`src/rtl/serial_adder_ctrl.sv`:
```
`timescale 1ns/1ps
// ---------------------------------------------------------------------------
// serial_adder_ctrl
//
// Drives an external 1-bit full adder so that two WIDTH-bit operands are added
// one bit per clock, LSB first. One operation takes WIDTH cycles in ADD. The
// result then waits in HOLD until the consumer takes it.
//
//   IDLE --(start_valid)--> ADD --(WIDTH bits done)--> HOLD --(done_ready)--> IDLE
//
// Ports
//   clk, rst_n        : rising-edge clock, asynchronous active-low reset
//   start_valid/ready : operand request handshake (ready only in IDLE)
//   a_in, b_in, cin_in: operands and carry-in, sampled only when accepted
//   fa_a, fa_b, fa_cin: bit drives to the external full adder (0 outside ADD)
//   fa_sum, fa_cout   : full-adder results, consumed on each ADD edge
//   sum_out, cout_out : registered result, held until the next completion
//   done_valid/ready  : result handshake (valid only in HOLD)
//   busy              : high in ADD or HOLD
// ---------------------------------------------------------------------------
module serial_adder_ctrl #(
  parameter int unsigned WIDTH = 8
) (
  input  logic             clk,
  input  logic             rst_n,
  input  logic             start_valid,
  output logic             start_ready,
  input  logic [WIDTH-1:0] a_in,
  input  logic [WIDTH-1:0] b_in,
  input  logic             cin_in,
  output logic             fa_a,
  output logic             fa_b,
  output logic             fa_cin,
  input  logic             fa_sum,
  input  logic             fa_cout,
  output logic [WIDTH-1:0] sum_out,
  output logic             cout_out,
  output logic             done_valid,
  input  logic             done_ready,
  output logic             busy
);

  // Counter only needs to reach WIDTH-1; WIDTH >= 2 keeps CNT_W >= 1.
  localparam int unsigned CNT_W = $clog2(WIDTH);
  localparam logic [CNT_W-1:0] CNT_LAST = CNT_W'(WIDTH - 1);

  localparam logic [1:0] ST_IDLE = 2'd0;
  localparam logic [1:0] ST_ADD  = 2'd1;
  localparam logic [1:0] ST_HOLD = 2'd2;

  logic [1:0]       state_q,    state_d;
  logic [WIDTH-1:0] a_sh_q,     a_sh_d;
  logic [WIDTH-1:0] b_sh_q,     b_sh_d;
  logic [WIDTH-1:0] sum_sh_q,   sum_sh_d;
  logic             carry_q,    carry_d;
  logic [CNT_W-1:0] cnt_q,      cnt_d;
  logic [WIDTH-1:0] sum_out_q,  sum_out_d;
  logic             cout_out_q, cout_out_d;

  logic in_add;

  // -------------------------------------------------------------------------
  // Next-state logic
  // -------------------------------------------------------------------------
  always_comb begin
    // NOTE: every signal gets a hold-value default before the case so that no
    // path leaves it unassigned, which would otherwise infer a latch.
    state_d    = state_q;
    a_sh_d     = a_sh_q;
    b_sh_d     = b_sh_q;
    sum_sh_d   = sum_sh_q;
    carry_d    = carry_q;
    cnt_d      = cnt_q;
    sum_out_d  = sum_out_q;
    cout_out_d = cout_out_q;

    case (state_q)
      ST_IDLE: begin
        // start_ready is 1 throughout IDLE, so start_valid alone accepts.
        if (start_valid) begin
          a_sh_d   = a_in;
          b_sh_d   = b_in;
          carry_d  = cin_in;
          sum_sh_d = '0;
          cnt_d    = '0;
          state_d  = ST_ADD;
        end
      end

      ST_ADD: begin
        a_sh_d   = {1'b0, a_sh_q[WIDTH-1:1]};
        b_sh_d   = {1'b0, b_sh_q[WIDTH-1:1]};
        // Sum enters at the MSB, so after WIDTH shifts bit 0 sits at bit 0.
        sum_sh_d = {fa_sum, sum_sh_q[WIDTH-1:1]};
        carry_d  = fa_cout;
        cnt_d    = cnt_q + CNT_W'(1);
        if (cnt_q == CNT_LAST) begin
          // Publish the shifted-in value directly; sum_sh_q is one bit short.
          sum_out_d  = {fa_sum, sum_sh_q[WIDTH-1:1]};
          cout_out_d = fa_cout;
          state_d    = ST_HOLD;
        end
      end

      ST_HOLD: begin
        // No acceptance on the leaving edge: the request waits one IDLE cycle.
        if (done_ready) begin
          state_d = ST_IDLE;
        end
      end

      default: begin
        state_d = ST_IDLE;
      end
    endcase
  end

  // -------------------------------------------------------------------------
  // State registers
  // -------------------------------------------------------------------------
  // NOTE: sequential state uses non-blocking assignments so every flop samples
  // its _d value from before the edge, independent of statement order.
  always_ff @(posedge clk or negedge rst_n) begin
    if (!rst_n) begin
      // NOTE: all of these are plain flops (no memory arrays), so they are all
      // reset; an aborted operation leaves nothing behind.
      state_q    <= ST_IDLE;
      a_sh_q     <= '0;
      b_sh_q     <= '0;
      sum_sh_q   <= '0;
      carry_q    <= 1'b0;
      cnt_q      <= '0;
      sum_out_q  <= '0;
      cout_out_q <= 1'b0;
    end else begin
      state_q    <= state_d;
      a_sh_q     <= a_sh_d;
      b_sh_q     <= b_sh_d;
      sum_sh_q   <= sum_sh_d;
      carry_q    <= carry_d;
      cnt_q      <= cnt_d;
      sum_out_q  <= sum_out_d;
      cout_out_q <= cout_out_d;
    end
  end

  // -------------------------------------------------------------------------
  // Outputs: decoded from registers only, so reset clears them at once and
  // the full-adder drives never depend on fa_sum/fa_cout (no comb loop).
  // -------------------------------------------------------------------------
  assign in_add      = (state_q == ST_ADD);
  assign start_ready = (state_q == ST_IDLE);
  assign done_valid  = (state_q == ST_HOLD);
  assign busy        = (state_q == ST_ADD) || (state_q == ST_HOLD);

  assign fa_a   = in_add & a_sh_q[0];
  assign fa_b   = in_add & b_sh_q[0];
  assign fa_cin = in_add & carry_q;

  assign sum_out  = sum_out_q;
  assign cout_out = cout_out_q;

endmodule
```
`config.mk`:
```
export PLATFORM = sky130hd
export DESIGN_NAME = serial_adder_ctrl
export DESIGN_NICKNAME = d
export VERILOG_FILES = /design/src/rtl/serial_adder_ctrl.sv
export SDC_FILE = /design/constraint.sdc
export NUM_CORES = 1
export LEC_CHECK = 0
export CAP_MARGIN = 20
export CELL_PAD_IN_SITES_DETAIL_PLACEMENT = 1
export CELL_PAD_IN_SITES_GLOBAL_PLACEMENT = 2
export CORE_AREA = 3 3 71 86
export DETAILED_ROUTE_END_ITERATION = 16
export DIE_AREA = 0 0 74 89
export PLACE_DENSITY = 0.81
export SLEW_MARGIN = 30
export SYNTH_ARGS = -nofsm -noshare
export SYNTH_HDL_FRONTEND = slang
export SYNTH_SLANG_ARGS = --single-unit
```
`constraint.sdc`:
```
create_clock -name clk -period 2.17 [get_ports clk]
set_input_delay 0.3255 -clock clk [delete_from_list [all_inputs] [get_ports clk]]
set_output_delay 0.3255 -clock clk [all_outputs]
set_load 0.1 [all_outputs]
```
# Word-level counts from Yosys, hierarchy flattened
# Cells that the tools add are included.
[op_classes]
add_sub_neg = 1
n_eq_ne = 6
muxes = 14
bitwise = 3
reduce_logical = 6
[op_table]
columns = ["op", "n"]
rows = [
  ["one-hot mux 8 bit (2 select lines)", 3],
  ["two-way mux 8 bit", 3],
  ["two-way mux 2 bit", 3],
  ["one-hot mux 2 bit (3 select lines)", 1],
  ["one-hot mux 3 bit (2 select lines)", 1],
  ["!= test 2 x 1 -> 1 bit (second input constant)", 2],
  ["AND reduction 2 bit", 2],
  ["adder 3 x 1 -> 3 bit (second input constant)", 1],
  ["bitwise AND 1 bit", 3],
  ["== test 3 bit (second input constant)", 1],
  ["two-way mux 3 bit", 1],
  ["AND reduction 3 bit", 1],
  ["== test 2 x 1 -> 1 bit (second input constant)", 1],
  ["== test 2 bit (second input constant)", 1],
  ["logical NOT 2 bit", 1],
  ["!= test 2 bit (second input constant)", 1],
  ["one-hot mux 1 bit (2 select lines)", 1],
  ["nonzero test 2 bit", 1],
  ["logical OR 1 bit", 1],
  ["two-way mux 1 bit", 1],
]
[word_totals]
reg_bits = 39
input_bits = 23
out_inout_bits = 15
elab_cells = 38

# Longest topological paths before layout
[logic_depth]
ltp_word = 3
ltp_mapped = 7
ltp_nobuf = 5

# Worst setup path after synthesis
# No wires, ideal clock.
[synth_timing]
path_type = "flip-flop to flip-flop"
startpoint = "register state_q[0]"
endpoint = "register cnt_q[0]"
setup_time_ns = 0.125
t_arrival_ns = 2.099
required_time_ns = 2.045
setup_slack_ns = -0.053
stages_incl_launch_ff = 7
path_buffers = 1
synth_period_minus_slack_ns = 2.223
path_cell_list = "dfrtp_1 -> inv_1 -> ha_1 -> and2b_4 -> nor2b_1 -> buf_6 -> mux2_2"
[synth_via]
elab_chain_len = 3
word_cells_on_any_way = 6
classes_between = "eq/ne (2); mux (1); reduce/logical (3)"
[synth_lines]
columns = ["element", "line_no", "source"]
rows = [
  ["start: declaration", "51", "logic [1:0] state_q, state_d;"],
  ["start signal: assignment", "136", "state_q <= state_d;"],
  ["logical NOT 2 bit *", "--", ""],
  ["named net start_ready", "27", "output logic start_ready,"],
  ["!= test 2 bit (no line) or nonzero test 2 bit (tied branches)", "--", ""],
  ["AND reduction 2 bit (no line)", "--", ""],
  ["end signal: assignment", "141", "cnt_q <= cnt_d;"],
  ["end: declaration", "56", "logic [CNT_W-1:0] cnt_q, cnt_d;"],
]
# Mark *: on every way through the listed nets, which the timed path passes. The rest lies on a longest branch.
# A chain may end at the register's enable or synchronous reset.

# Worst setup path in the final report
[layout_timing]
startpoint = "register state_q[1]"
endpoint = "output fa_cin"
[layout_via]
elab_chain_len = 2
[layout_lines]
columns = ["element", "line_no", "source"]
rows = [
  ["== test 2 x 1 -> 1 bit", "151", "assign in_add = (state_q == ST_ADD);"],
  ["bitwise AND 1 bit", "158", "assign fa_cin = in_add & carry_q;"],
  ["end: declaration", "33", "output logic fa_cin,"],
]
# Every way passes these cells.

==> results_dict.tcl <==
set metrics [dict create \
    vias 1173 \
    nets 204 \
    wl_per_cell_um 15.6 \
    synth.net_count 166 \
    start_util_pct 31.6 \
    period_minus_slack_ps 2030 \
    cts_root_buffer "clkbuf_8" \
    syn-instance-count 138 \
    slew_headroom_pct 43.1 \
    worst_slew_pin_slew_ps 853 \
    die_h_um 89 \
    drtIter0Drc 48 \
    die_area_um2 6590 \
    diodes 0 \
    period_share_pct 93.6 \
    drt_wl_total_mm 3.73 \
    worstRegToRegCells 5 \
    grt_pass1_vias 1300 \
    yosysSeqAreaShare_pct 56.4 \
    io_pins 38 \
    tns_ps 0 \
    drc_errors 0 \
    final_common_cell "dfrtp_1" \
    yosysUniqueCellTypes 22 \
    yosysWarnings 0 \
    routabilityCongestion 0.699 \
    end_kind "output port" \
    cp.required_ps 1840 \
    criticalPathCategory "register to output port" \
    overflow 0 \
    cts_buffer_depth 2 \
    first_pass_iters 4 \
    worstSetupStartpointType "register" \
    slew_violations 0 \
    detailedPlacementHpwl_mm 2.68 \
    hold_violations 0 \
    syn_avg_cell_area_um2 12.2 \
    cts_made_buffers 5 \
    multi_input_area_um2 693 \
    crit_path_max_fanout 19 \
    synth_seq_cells 38 \
    seqCellArea_um2 951 \
    antenna_found_initial 0 \
    setup_viol 0 \
    drv_cap 0 \
    hold_buffers 0 \
    insertion_delay_ps 290 \
    rsz0062_at_grt "no" \
    hold_class "primary input to async pin" \
    viasPerCell 4.91 \
    final_layout_size_suffix_gt1_share_pct 24.3 \
    core_area_um2 5330 \
    area_delta_synth_final_pct 35.0 \
    htreeDepth 2 \
    die_x_um 74 \
    skew_ps 6.43 \
    syn-cell-area_um2 1690 \
    status "finished, final reports clean" \
    globalRouteTotalUtil_pct 12.7 \
    grt_start_max_net_pins 39 \
    crit_arrival_ps 1710 \
    nFillCells 570 \
    fmax_ghz 0.492 \
    r2r_slack_ps 390 \
    drtAntennaViolNets 0 \
    worst_r2r_startpoint "state_q[1]" \
    numClockSinks 38 \
    final_cell_mix "38 x dfrtp_1, 21 x clkdlybuf4s50_1, 17 x nand2_1" \
    r2r_end "cnt_q[0]" \
    cts_tree "yes" \
    path_clk_slew_ps 70 \
    port_buffers 37 \
    grt_pass1_wl_mm 6.28 \
    rows 29 \
]
-- worst max-delay path by stage --
stage                      startpoint        to  depth (start not counted)
final                      state_q[1]    fa_cin                          5
after global routing       state_q[1]      fa_b                          5
after CTS                  state_q[1]    fa_cin                          5
after floorplan            state_q[1]      fa_a                          5
after detailed placement  start_valid  cnt_q[0]                          4
after global placement    start_valid  cnt_q[0]                          4
-- logic make-up (layout without fill, tap and decap cells) --
kind of cell,count (synthesis),after routing,synth area share (%)
AO/OA/AOI/OAI,30,30,11.8
adder cells (fa/ha/maj),5,5,3.71
buffers and inverters,11,50,3.56
multiplexers,27,27,16.8
flip-flops,38,38,56.4
AND/OR/NAND/NOR,27,27,7.72
-- Yosys cell counts (all sizes together) --
| master | n | area share (%) |
|---|---|---|
| dfrtp | 38 | 56 |
| nand2 | 18 | 4.2 |
| o21ai | 17 | 5.0 |
| mux2i | 16 | 9.5 |
| mux2 | 11 | 7.3 |
| a22o | 9 | 4.7 |
| buf | 7 | 2.6 |
| ha | 5 | 3.7 |
| and2 | 3 | 1.1 |
| inv | 3 | 0.67 |
| nor2b | 3 | 1.1 |
| a31oi | 2 | 0.74 |
| and2b | 2 | 1.0 |
| a211oi | 1 | 0.74 |
| clkbuf | 1 | 0.30 |
| nor3 | 1 | 0.30 |
| o32a | 1 | 0.59 |
-- per-layer routing --
layer	track usage [%]	vias up	wire, um
li1	-	558	-
met1	16.2	573	1650
met2	20.0	36	1790
met3	4.05	6	247
met4	4.94	0	45
met5	0	-	0
-- worst max-delay path: stages (launching register included) --
cell and delay, ps:
dfrtp_1 410, inv_1 90, ha_2 300, buf_12 210
and2_1 200, buf_12 190
-- flip-flops by register name (all words and copies together) (netlist names) --
| name | count |
|---|---|
| a_sh_q | 8 |
| b_sh_q | 8 |
| sum_out | 8 |
| sum_sh_q | 7 |
| cnt_q | 3 |
| state_q | 2 |
| carry_q | 1 |
| cout_out | 1 |
-- repair_timing --
item	in CTS	in global routing
gates resized for setup	0	1
buffers inserted	0	0
endpoints found under the setup margin	0	3
endpoints found under the hold margin	0	0
-- layout make-up --
cell class / instances / share of cell area, %
timing repair buffer: 39 / 18.9
inverter: 3 / 0.495
tap: 62 / 3.41
clock buffer: 5 / 3.02
sequential: 38 / 41.8
clock inverter: 3 / 1.98
multi-input combinational: 89 / 30.4
-- through the flow --
stage	hold slack, ps	cells	instance area (um2)	utilization [%]	worst slack, ps
global placement	456	231	2160	40.5	232
global route	191	239	2280	42.7	59.8
floorplan	29.9	138	1690	-	165
CTS	164	239	2270	42.6	9.24
finish	139	239	2280	42.7	138
detailed placement	470	231	2160	40.5	183
Power is left out: the tool's default activity adds up to more than one toggle a clock period on the data nets, which glitch-free logic cannot reach.
